--- config.mk ---
export PLATFORM = sky130hd
export DESIGN_NAME = clint_mh
export DESIGN_NICKNAME = d
export VERILOG_FILES = /design/src/rtl/clint_mh.sv
export SDC_FILE = /design/constraint.sdc
export NUM_CORES = 1
export LEC_CHECK = 0
export BUFFER_PORTS_ARGS = -buffer_cell sky130_fd_sc_hd__buf_2
export CAP_MARGIN = 5
export CORE_MARGIN = 8
export CORE_UTILIZATION = 55
export CTS_CLUSTER_DIAMETER = 50
export CTS_CLUSTER_SIZE = 20
export DETAILED_ROUTE_END_ITERATION = 16
export PLACE_DENSITY = 0.75
export SKIP_CTS_REPAIR_TIMING = 1
export SLEW_MARGIN = 0
export SYNTH_ARGS = -nofsm -noshare
export SYNTH_HDL_FRONTEND = slang
export SYNTH_SLANG_ARGS = --single-unit
--- constraint.sdc ---
create_clock -name clk -period 11.3 [get_ports clk]
set_input_delay 3.39 -clock clk [delete_from_list [all_inputs] [get_ports clk]]
set_output_delay 3.39 -clock clk [all_outputs]
set_load 0.01 [all_outputs]
--- src/rtl/clint_mh.sv ---
// Multi-hart core-local interruptor: shared prescaled 64-bit mtime, per-hart mtimecmp and msip.
// Reads are combinational, writes land at the next clk edge; mtip/msip outputs are registered.
module clint_mh #(
  parameter int          NUM_HARTS = 2,
  parameter int          TICK_DIV  = 1,
  parameter logic [31:0] BASE_ADDR = 32'h0200_0000
) (
  input  logic                 clk,
  input  logic                 rst,
  input  logic                 ce_i,
  input  logic                 we_i,
  input  logic [31:0]          addr_i,
  input  logic [31:0]          data_i,
  output logic [31:0]          data_o,
  output logic [NUM_HARTS-1:0] mtip_o,
  output logic [NUM_HARTS-1:0] msip_o,
  output logic [63:0]          mtime_o
);

  localparam logic [15:0] DIV_LAST = 16'(TICK_DIV - 1);
  localparam logic [15:0] MSIP_END = 16'(4 * NUM_HARTS);
  localparam logic [15:0] CMP_BASE = 16'h4000;
  localparam logic [15:0] CMP_END  = 16'h4000 + 16'(8 * NUM_HARTS);
  localparam logic [15:0] MTIME_LO = 16'hBFF8;
  localparam logic [15:0] MTIME_HI = 16'hBFFC;

  logic [15:0]          div_cnt;
  logic                 tick;
  logic [63:0]          mtime_q;
  logic [63:0]          mtime_inc;
  logic [63:0]          mtime_next;
  logic [63:0]          mtimecmp_q    [NUM_HARTS];
  logic [63:0]          mtimecmp_next [NUM_HARTS];
  logic [NUM_HARTS-1:0] msip_q;
  logic [NUM_HARTS-1:0] msip_next;

  logic [15:0] off;
  logic        hit;
  logic        wr;
  logic        sel_msip;
  logic        sel_cmp;
  logic        sel_mtlo;
  logic        sel_mthi;
  logic [3:0]  msip_idx;
  logic [3:0]  cmp_idx;

  assign off      = addr_i[15:0];
  assign hit      = ce_i && (addr_i[31:16] == BASE_ADDR[31:16]) && (addr_i[1:0] == 2'b00);
  assign wr       = hit && we_i;
  assign sel_msip = (off < MSIP_END);
  assign sel_cmp  = (off >= CMP_BASE) && (off < CMP_END);
  assign sel_mtlo = (off == MTIME_LO);
  assign sel_mthi = (off == MTIME_HI);
  assign msip_idx = off[5:2];
  assign cmp_idx  = off[6:3];

  assign tick      = (div_cnt == DIV_LAST);
  assign mtime_inc = mtime_q + 64'(tick);

  // A written half overrides the tick; the other half keeps the increment, carry included.
  assign mtime_next[31:0]  = (wr && sel_mtlo) ? data_i : mtime_inc[31:0];
  assign mtime_next[63:32] = (wr && sel_mthi) ? data_i : mtime_inc[63:32];

  always_comb begin
    msip_next = msip_q;
    for (int h = 0; h < NUM_HARTS; h++) begin
      mtimecmp_next[h] = mtimecmp_q[h];
      if (wr && sel_msip && (msip_idx == 4'(h))) begin
        msip_next[h] = data_i[0];
      end
      if (wr && sel_cmp && (cmp_idx == 4'(h))) begin
        if (off[2]) begin
          mtimecmp_next[h][63:32] = data_i;
        end else begin
          mtimecmp_next[h][31:0] = data_i;
        end
      end
    end
  end

  always_comb begin
    data_o = 32'h0;
    if (hit) begin
      if (sel_mtlo) data_o = mtime_q[31:0];
      if (sel_mthi) data_o = mtime_q[63:32];
      for (int h = 0; h < NUM_HARTS; h++) begin
        if (sel_msip && (msip_idx == 4'(h))) begin
          data_o = {31'b0, msip_q[h]};
        end
        if (sel_cmp && (cmp_idx == 4'(h))) begin
          data_o = off[2] ? mtimecmp_q[h][63:32] : mtimecmp_q[h][31:0];
        end
      end
    end
  end

  always_ff @(posedge clk) begin
    if (rst) begin
      div_cnt <= 16'h0;
      mtime_q <= 64'h0;
      msip_q  <= '0;
      mtip_o  <= '0;
      for (int h = 0; h < NUM_HARTS; h++) begin
        mtimecmp_q[h] <= 64'hFFFF_FFFF_FFFF_FFFF;
      end
    end else begin
      div_cnt <= tick ? 16'h0 : div_cnt + 16'h1;
      mtime_q <= mtime_next;
      msip_q  <= msip_next;
      // Compare on post-update values so a same-cycle mtimecmp write takes effect immediately.
      for (int h = 0; h < NUM_HARTS; h++) begin
        mtimecmp_q[h] <= mtimecmp_next[h];
        mtip_o[h]     <= (mtime_next >= mtimecmp_next[h]);
      end
    end
  end

  assign msip_o  = msip_q;
  assign mtime_o = mtime_q;

endmodule

==> results of run 1 <==
-- layout make-up --
class	count	area [um^2]	area share, %
Multi-Input combinational cell	1301	9394	59.25
Clock buffer	30	664.4	4.191
Sequential cell	212	4244	26.77
Timing Repair Buffer	179	943.4	5.951
Clock inverter	14	142.6	0.8997
Inverter	14	52.55	0.3315
Tap cell	330	412.9	2.604
-- per-stage QoR --
step                util [%]  hold slack (ps)  worst slack [ps]  power, uW  std cells
global placement       59.75            459.2              2445      834.4       2036
CTS                    62.96            493.1              2414       1617       2080
finish                 62.96            487.8              2417       1613       2080
detailed placement     59.75            478.4              2413      835.1       2036
floorplan                  -            441.7              2754      803.2       1620
global route           62.96            506.5              2329       1648       2080
-- cells by family (layout without fill, tap and decap cells) --
kind of cell,after synthesis,after routing,synth area share (%)
flip-flops,212,212,30.16
adder cells (fa/ha/maj),132,132,11.74
AO/OA/AOI/OAI,248,248,11.04
AND/OR/NAND/NOR,633,633,23.71
buffers and inverters,107,237,3.157
XOR/XNOR,63,63,3.921
multiplexers,225,225,16.28
-- worst reg2reg max path: cells and delay by family, from the launching register on --
kind | cells | cell delay (ps)
simple gates | 9 | 3080
flops | 1 | 350
fa+ha+maj | 4 | 1150
buf+inv | 1 | 70
xor+xnor | 1 | 200
compound gates | 4 | 760
-- sequential cells by signal, indices dropped and copies added, names as in the netlist --
| register | flops |
|---|---|
| mtip_o | 2 |
| msip_o | 2 |
| mtime_o | 64 |
| mtimecmp_q | 128 |
| div_cnt | 16 |
-- final timing paths --
check | endpoint | slack, ps | cells past startpoint
setup / recovery | data_o[0] | 2420 | 7
hold / removal | div_cnt[0] | 490 | 1
setup reg to reg | mtip_o[0] | 5580 | 19
hold reg to reg | div_cnt[0] | 490 | 1
-- power groups by stage --
stage / Combinational (uW) / Clock [uW] / Sequential, uW
2_1_floorplan: 37.2 / 0 / 766
3_3_place_gp: 67.6 / 0 / 767
3_5_place_dp: 68.3 / 0 / 767
4_1_cts: 68.6 / 798 / 750
5_1_grt: 74.0 / 824 / 750
6_report: 69.5 / 794 / 750
-- cells in the mapped netlist (14+ instances only) --
cell type | instances | area, um^2
a211oi_1 | 28 | 210.2
a21oi_1 | 93 | 465.5
and3_1 | 18 | 112.6
clkbuf_1 | 65 | 244.0
dfxtp_1 | 212 | 4244
ha_1 | 132 | 1652
inv_1 | 14 | 52.55
mux2_2 | 27 | 304.0
mux2i_1 | 196 | 1962
nand2_1 | 73 | 274.0
nand2b_1 | 130 | 813.3
nand3_1 | 52 | 260.3
nand4_1 | 49 | 306.5
nor2_1 | 164 | 615.6
nor2b_1 | 20 | 125.1
nor3_1 | 44 | 220.2
nor4_1 | 25 | 156.4
o21ai_0 | 30 | 150.1
o22ai_1 | 33 | 206.5
xnor2_1 | 26 | 227.7
xor2_1 | 37 | 324.1
-- layer usage --
layer	wire (um)	global-route usage, %	vias up
li1	-	-	6117
met1	18980	35.57	6114
met2	20110	45.27	558
met3	3659	5.298	83
met4	1337	8.301	0
met5	0	0	-
==> results.cfg, run 1 <==
[synth]
yosysSeqAreaShare_pct = 30.16
syn_avg_cell_area_um2 = 8.686
synthCells = 1620
synthesis.area_mm2 = 0.01407
ys_seq_elements = 212
syn_nets = 1820
synth_edf_count = 0
synth_warnings = 0
synth_flop_cell = dfxtp_1
synth_cell_types = 65
async_flop_share_pct = 0

[routing]
wl_per_cell_um = 21.20
drc = 0
num_vias = 12872
drtIter0Drc = 1220
wl_mm = 44.09
dr.pass1.iters = 5
via_per_inst = 6.188
antenna_left = 0

[worst_setup_path]
criticalPathCategory = input pin to output pin
cp.arrival_ps = 5490
cp_data_required_time_ps = 7910
cp_top_family = simple AND/OR/NAND/NOR gates
worstPathCellList = buf_2 > or4b_1 > or4_4 > o21ai_0 > o21ai_0 > a31oi_1 > buf_2
critPathMaxStageDelay_ps = 840
critPathLaunch = addr_i[1]
crit_path_top_delay_cell = or4_4
worst_setup_path_end_kind = output pin
rr_startpoint = div_cnt[0]
start_kind = input pin
cp.buffers_inverters = 2
cp_max_fo = 39

[power]
power_switching_share_pct = 23.97
pwr-share-clk_pct = 49.2
p_sw_uw = 386.8
p_seq_share_pct = 46.5
p_int_uw = 1227
p_per_area_mw_per_mm2 = 101.8
p_leak_uw = 0.007617
irDropWorstVdd_v = 0.00009485
power_frac_comb_pct = 4.3

[cells_and_area]
nFillCells = 2206
nets = 1932
syn2layout_area_growth_pct = 12.67
drive_above_1_share_pct = 15.83
fin_area_mm2 = 0.01585
diodes = 0
mostFrequentLayoutCells = 212 x dfxtp_1, 196 x mux2i_1, 165 x buf_2
layout_commonest_cell = dfxtp_1

[hold_path]
min_from = div_cnt[0]
worst_hold_path_type = flop to flop

[global_routing]
grt.total_usage_pct = 27.36
antenna_found_initial = 0
grt_remaining_overflow = 0
grt_pass1_vias = 12575
grt_pass1_wl_mm = 68.77
grt_max_degree = 102

[sta]
report.final.slew_viol_count = 0
worstMarginPinSlew_ps = 1117
clock.fmax_ghz = 0.1126
setup_violations = 0
min_period_ps = 8883
max-slew-margin-rel_pct = 25.56
finalCritPeriodShare_pct = 78.61
tns_ps = 0
hold_viol_final = 0
clock_skew_ps = 22.58
rsz0062_at_grt = no

[clocking]
cts_buffer_depth = 3
cts.sinks = 212
path_clk_slew_ps = 60
cts_tree = yes
insertion_delay_ps = 530
cts_made_buffers = 24
h-tree-depth = 1
cts_root_buf = clkbuf_16

[floorplanning]
die_height_um = 176.0
start_util_pct = 55.88
ios = 168
core_area_mm2 = 0.02518
rows = 58
fp.dieArea_mm2 = 0.03096
die_w_um = 176.0

[placement]
placed_cell_area_mm2 = 0.01505
gp_congestion = 0.9378
place_hpwl_mm = 32.52
io_buffer_count = 167

[job]
maxCapViolations = 0

[status]
outcome = finished clean
Note: power is estimated with default switching activity, not from simulation.
==> run 2: changes to the inputs <==
--- a/config.mk
+++ b/config.mk
@@ -8,11 +8,11 @@
 export BUFFER_PORTS_ARGS = -buffer_cell sky130_fd_sc_hd__buf_2
 export CAP_MARGIN = 5
 export CORE_MARGIN = 8
-export CORE_UTILIZATION = 55
+export CORE_UTILIZATION = 54
 export CTS_CLUSTER_DIAMETER = 50
 export CTS_CLUSTER_SIZE = 20
 export DETAILED_ROUTE_END_ITERATION = 16
-export PLACE_DENSITY = 0.75
+export PLACE_DENSITY = 0.77
 export SKIP_CTS_REPAIR_TIMING = 1
 export SLEW_MARGIN = 0
 export SYNTH_ARGS = -nofsm -noshare
==> constraint.sdc (replaced) <==
create_clock -name clk -period 7.8 [get_ports clk]
set_input_delay 2.34 -clock clk [delete_from_list [all_inputs] [get_ports clk]]
set_output_delay 2.34 -clock clk [all_outputs]
set_load 0.01 [all_outputs]
==> results.cfg, run 2 (synthesized netlist as in run 1, its figures left out) <==
[clocking]
h-tree-depth = 1
cts_tree = yes
cts.sinks = 212
path_clk_slew_ps = 60
cts_made_buffers = 28
insertion_delay_ps = 550
cts_buffer_depth = 3
cts_root_buf = clkbuf_16

[cells_and_area]
mostFrequentLayoutCells = 212 x dfxtp_1, 196 x mux2i_1, 165 x buf_2
layout_commonest_cell = dfxtp_1
largest_register_ffs = 128
diodes = 0
nFillCells = 2254
drive_above_1_share_pct = 16.26
regMostFlops = mtimecmp_q
syn2layout_area_growth_pct = 13.84
nets = 1940
layout.cells.non_filler = 2094

[floorplanning]
ios = 168
start_util_pct = 54.46
fp.dieArea_mm2 = 0.03148
die_height_um = 177.4
rows = 59
core_area_mm2 = 0.02584
die_w_um = 177.4

[routing]
dr.pass1.iters = 5
wl_per_cell_um = 21.54
num_vias = 13072
via_per_inst = 6.243
drtIter0Drc = 1181
antenna_left = 0
wl_mm = 45.10
drc = 0

[status]
outcome = finished clean

[global_routing]
grt.total_usage_pct = 27.73
grt_pass1_vias = 12863
grt_remaining_overflow = 0
grt_pass1_wl_mm = 70.10
antenna_found_initial = 0
grt_max_degree = 107

[hold_path]
min_from = div_cnt[0]
min_path_cells = 1
worst_hold_path_type = flop to flop
hold_end = div_cnt[0]

[sta]
setup_violations = 0
clock_skew_ps = 16.14
worstMarginPinSlew_ps = 1246
finalCritPeriodShare_pct = 89.55
tns_ps = 0
report.final.slew_viol_count = 0
max-slew-margin-rel_pct = 15.79
min_period_ps = 6985
rsz0062_at_grt = no
hold_viol_final = 0
clock.fmax_ghz = 0.1432
fin_ws_ps = 815.1

[worst_setup_path]
cp_max_fo = 19
cp.arrival_ps = 4640
cp_data_required_time_ps = 5460
reg2reg_depth = 18
criticalPathCategory = input pin to output pin
start_kind = input pin
regToRegSetupSlack_ps = 2080
r2r_end = mtip_o[0]
worst_setup_path_end_kind = output pin
rr_startpoint = div_cnt[0]

[placement]
io_buffer_count = 167
dp.cells = 2045
gp_congestion = 0.9567
dp_slack_ps = 758.8
place_hpwl_mm = 33.33

[power]
p_per_area_mw_per_mm2 = 154.8
irDropWorstVdd_v = 0.0001213
power_uw = 2480
p_leak_uw = 0.007701

[job]
maxCapViolations = 0
## run 2: changes by cell type in the layout (fill, tap and decap cells not counted), sizes merged
cell	delta
buf	+4
clkinv	-3
clkbuf	+6
inv	+3
clkinvlp	-1
## run 2: per-stage QoR
step	hold slack, ps	cell area, um^2	util [%]
3_5_place_dp	475.2	15080	58.38
6_report	484.4	16020	62.00
2_1_floorplan	441.7	14070	-
3_3_place_gp	462.9	15080	58.38
4_1_cts	489.6	16020	62.00
5_1_grt	517.6	16020	62.00
## run 2: area by class of cell
| class | instances | area, um^2 | share of cell area [%] |
|---|---|---|---|
| tap | 335 | 419.2 | 2.617 |
| multi-input combinational | 1301 | 9394 | 58.65 |
| clock inverter | 13 | 142.6 | 0.8905 |
| clock buffer | 36 | 792.0 | 4.945 |
| timing repair buffer | 183 | 973.4 | 6.077 |
| sequential | 212 | 4244 | 26.50 |
| inverter | 14 | 52.55 | 0.3281 |
## run 2: worst max-delay path, cell delays in order
cell and delay, ps:
buf_2 120, nor4_1 280, nand2_1 150, or3_1 710, buf_4 390, o22ai_1 220, a21oi_1 80, nor2_1 170
buf_2 170
## run 2: worst max path at each step
| stage | start | to | slack, ps | cells after the start |
|---|---|---|---|---|
| after detailed placement | addr_i[6] | mtip_o[0] | 760 | 13 |
| after CTS | addr_i[6] | data_o[16] | 850 | 9 |
| after floorplan | addr_i[1] | data_o[29] | 1350 | 7 |
| after global routing | addr_i[6] | data_o[16] | 680 | 9 |
| final | addr_i[6] | data_o[16] | 820 | 9 |
| after global placement | addr_i[17] | mtip_o[0] | 800 | 13 |
## run 2: where the power goes
part | total [uW] | switching [uW] | leakage (uW) | internal, uW
registers | 1090 | 3.06 | 0.00171 | 1080
logic | 102 | 59.9 | 0.00554 | 42.1
clock network | 1290 | 530 | 0.000452 | 760
## run 2: metal layers
metal / global-route usage (%) / wire length (um) / vias up
met3: 4.596 / 3840 / 96
met5: 0 / 0 / -
met4: 8.684 / 1200 / 0
met2: 45.45 / 20440 / 583
li1: - / - / 6142
met1: 36.69 / 19620 / 6251
==> run 3: changes to the inputs <==
==> constraint.sdc (replaced) <==
create_clock -name clk -period 7.8 [get_ports clk]
set_input_delay 1.17 -clock clk [delete_from_list [all_inputs] [get_ports clk]]
set_output_delay 1.17 -clock clk [all_outputs]
set_load 0.01 [all_outputs]
==> results.cfg, run 3 (synthesized netlist as in run 1, its figures left out) <==
[sta]
finalCritPeriodShare_pct = 74.54
report.final.slew_viol_count = 0
min_period_ps = 5814
hold_viol_final = 0
tns_ps = 0
clock_skew_ps = 22.59
max-slew-margin-rel_pct = 21.07
clock.fmax_ghz = 0.1720
worstMarginPinSlew_ps = 1175
rsz0062_at_grt = no
fin_ws_ps = 1986
setup_violations = 0

[placement]
io_buffer_count = 167
place_hpwl_mm = 33.06
dp_slack_ps = 1428
gp_congestion = 0.9822

[cells_and_area]
diodes = 0
regMostFlops = mtimecmp_q
drive_above_1_share_pct = 15.92
nets = 1934
mostFrequentLayoutCells = 212 x dfxtp_1, 196 x mux2i_1, 165 x buf_2
largest_register_ffs = 128
syn2layout_area_growth_pct = 12.80
layout_commonest_cell = dfxtp_1
post-route-util_pct = 61.43

[worst_setup_path]
cp_data_required_time_ps = 8220
regToRegSetupSlack_ps = 2150
worst_setup_path_end_kind = flop
rr_startpoint = div_cnt[0]
critPathLaunch = addr_i[17]
start_kind = input pin
criticalPathCategory = input pin to flop
cp_max_fo = 41
cp.arrival_ps = 6230

[global_routing]
grt_max_degree = 82
antenna_found_initial = 1
grt.total_usage_pct = 27.61
grt_remaining_overflow = 0
grt_pass1_wl_mm = 70.37
grt_pass1_vias = 13104

[clocking]
h-tree-depth = 1
cts_tree = yes
cts.sinks = 212
cts_root_buf = clkbuf_16
insertion_delay_ps = 540
cts_made_buffers = 25
cts_buffer_depth = 3
path_clk_slew_ps = 70

[floorplanning]
die_height_um = 177.4
core_area_mm2 = 0.02584
start_util_pct = 54.46
ios = 168
die_w_um = 177.4
fp.dieArea_mm2 = 0.03148
rows = 59

[routing]
drtIter0Drc = 1217
dr.pass1.iters = 6
antenna_left = 0
via_per_inst = 6.294
num_vias = 13135
wl_per_cell_um = 21.44
drc = 0
wl_mm = 44.74

[status]
outcome = finished clean

[power]
irDropWorstVdd_v = 0.0001151
p_leak_uw = 0.007626
p_per_area_mw_per_mm2 = 149.6
power_uw = 2375

[job]
maxCapViolations = 0

[hold_path]
worst_hold_path_type = flop to flop
min_from = div_cnt[0]
==> run 3: cell count changes in the layout (fill, tap and decap cells not counted), sizes merged <==
cell	delta
clkbuf	-7
buf	-3
clkinv	+2
bufinv	+1
clkinvlp	+1
inv	-1
==> run 3: worst paths after layout <==
kind                 to  cells past startpoint
max           mtip_o[1]                     13
min          div_cnt[0]                      1
max reg2reg   mtip_o[1]                     18
min reg2reg  div_cnt[0]                      1
==> run 3: stage by stage <==
step | cells | instance area (um^2) | hold WS, ps
finish | 2087 | 15870 | 484.0
global route | 2087 | 15870 | 525.1
CTS | 2087 | 15870 | 488.6
detailed placement | 2042 | 15050 | 475.2
global placement | 2042 | 15050 | 462.4
floorplan | 1620 | 14070 | 441.7
==> run 3: cell type report <==
type                            instances  area [um^2]
Multi-Input combinational cell       1301         9394
Clock buffer                           29        650.6
Clock inverter                         16        173.9
Fill cell                            2230         9965
Sequential cell                       212         4244
Timing Repair Buffer                  180        938.4
Inverter                               14        52.55
Tap cell                              335        419.2
==> run 3: report_power, final <==
group	total [uW]	internal, uW	leakage, uW	switching (uW)
combinational	102	41.8	0.00552	60.3
clock	1190	677	0.000396	509
sequential	1090	1080	0.00171	3.08
total	2370	1800	0.00763	572
==> run 3: worst max-delay path, stage by stage <==
cell       delay, ps
buf_2            100
nor4b_1          300
nand4_1          260
or2_2            750
or3_2           1080
mux2_2           460
ha_1             280
nand2b_1         150
a2111oi_0        720
o32ai_1          190
or4_1            460
a31oi_1          190
o211ai_1          90
==> run 3: per-layer routing <==
layer | up-vias | global-route usage [%] | wire length (um)
li1 | 6116 | - | -
met1 | 6232 | 35.37 | 18810
met2 | 644 | 44.83 | 20130
met3 | 141 | 5.362 | 4128
met4 | 2 | 11.43 | 1656
met5 | - | 0 | 13
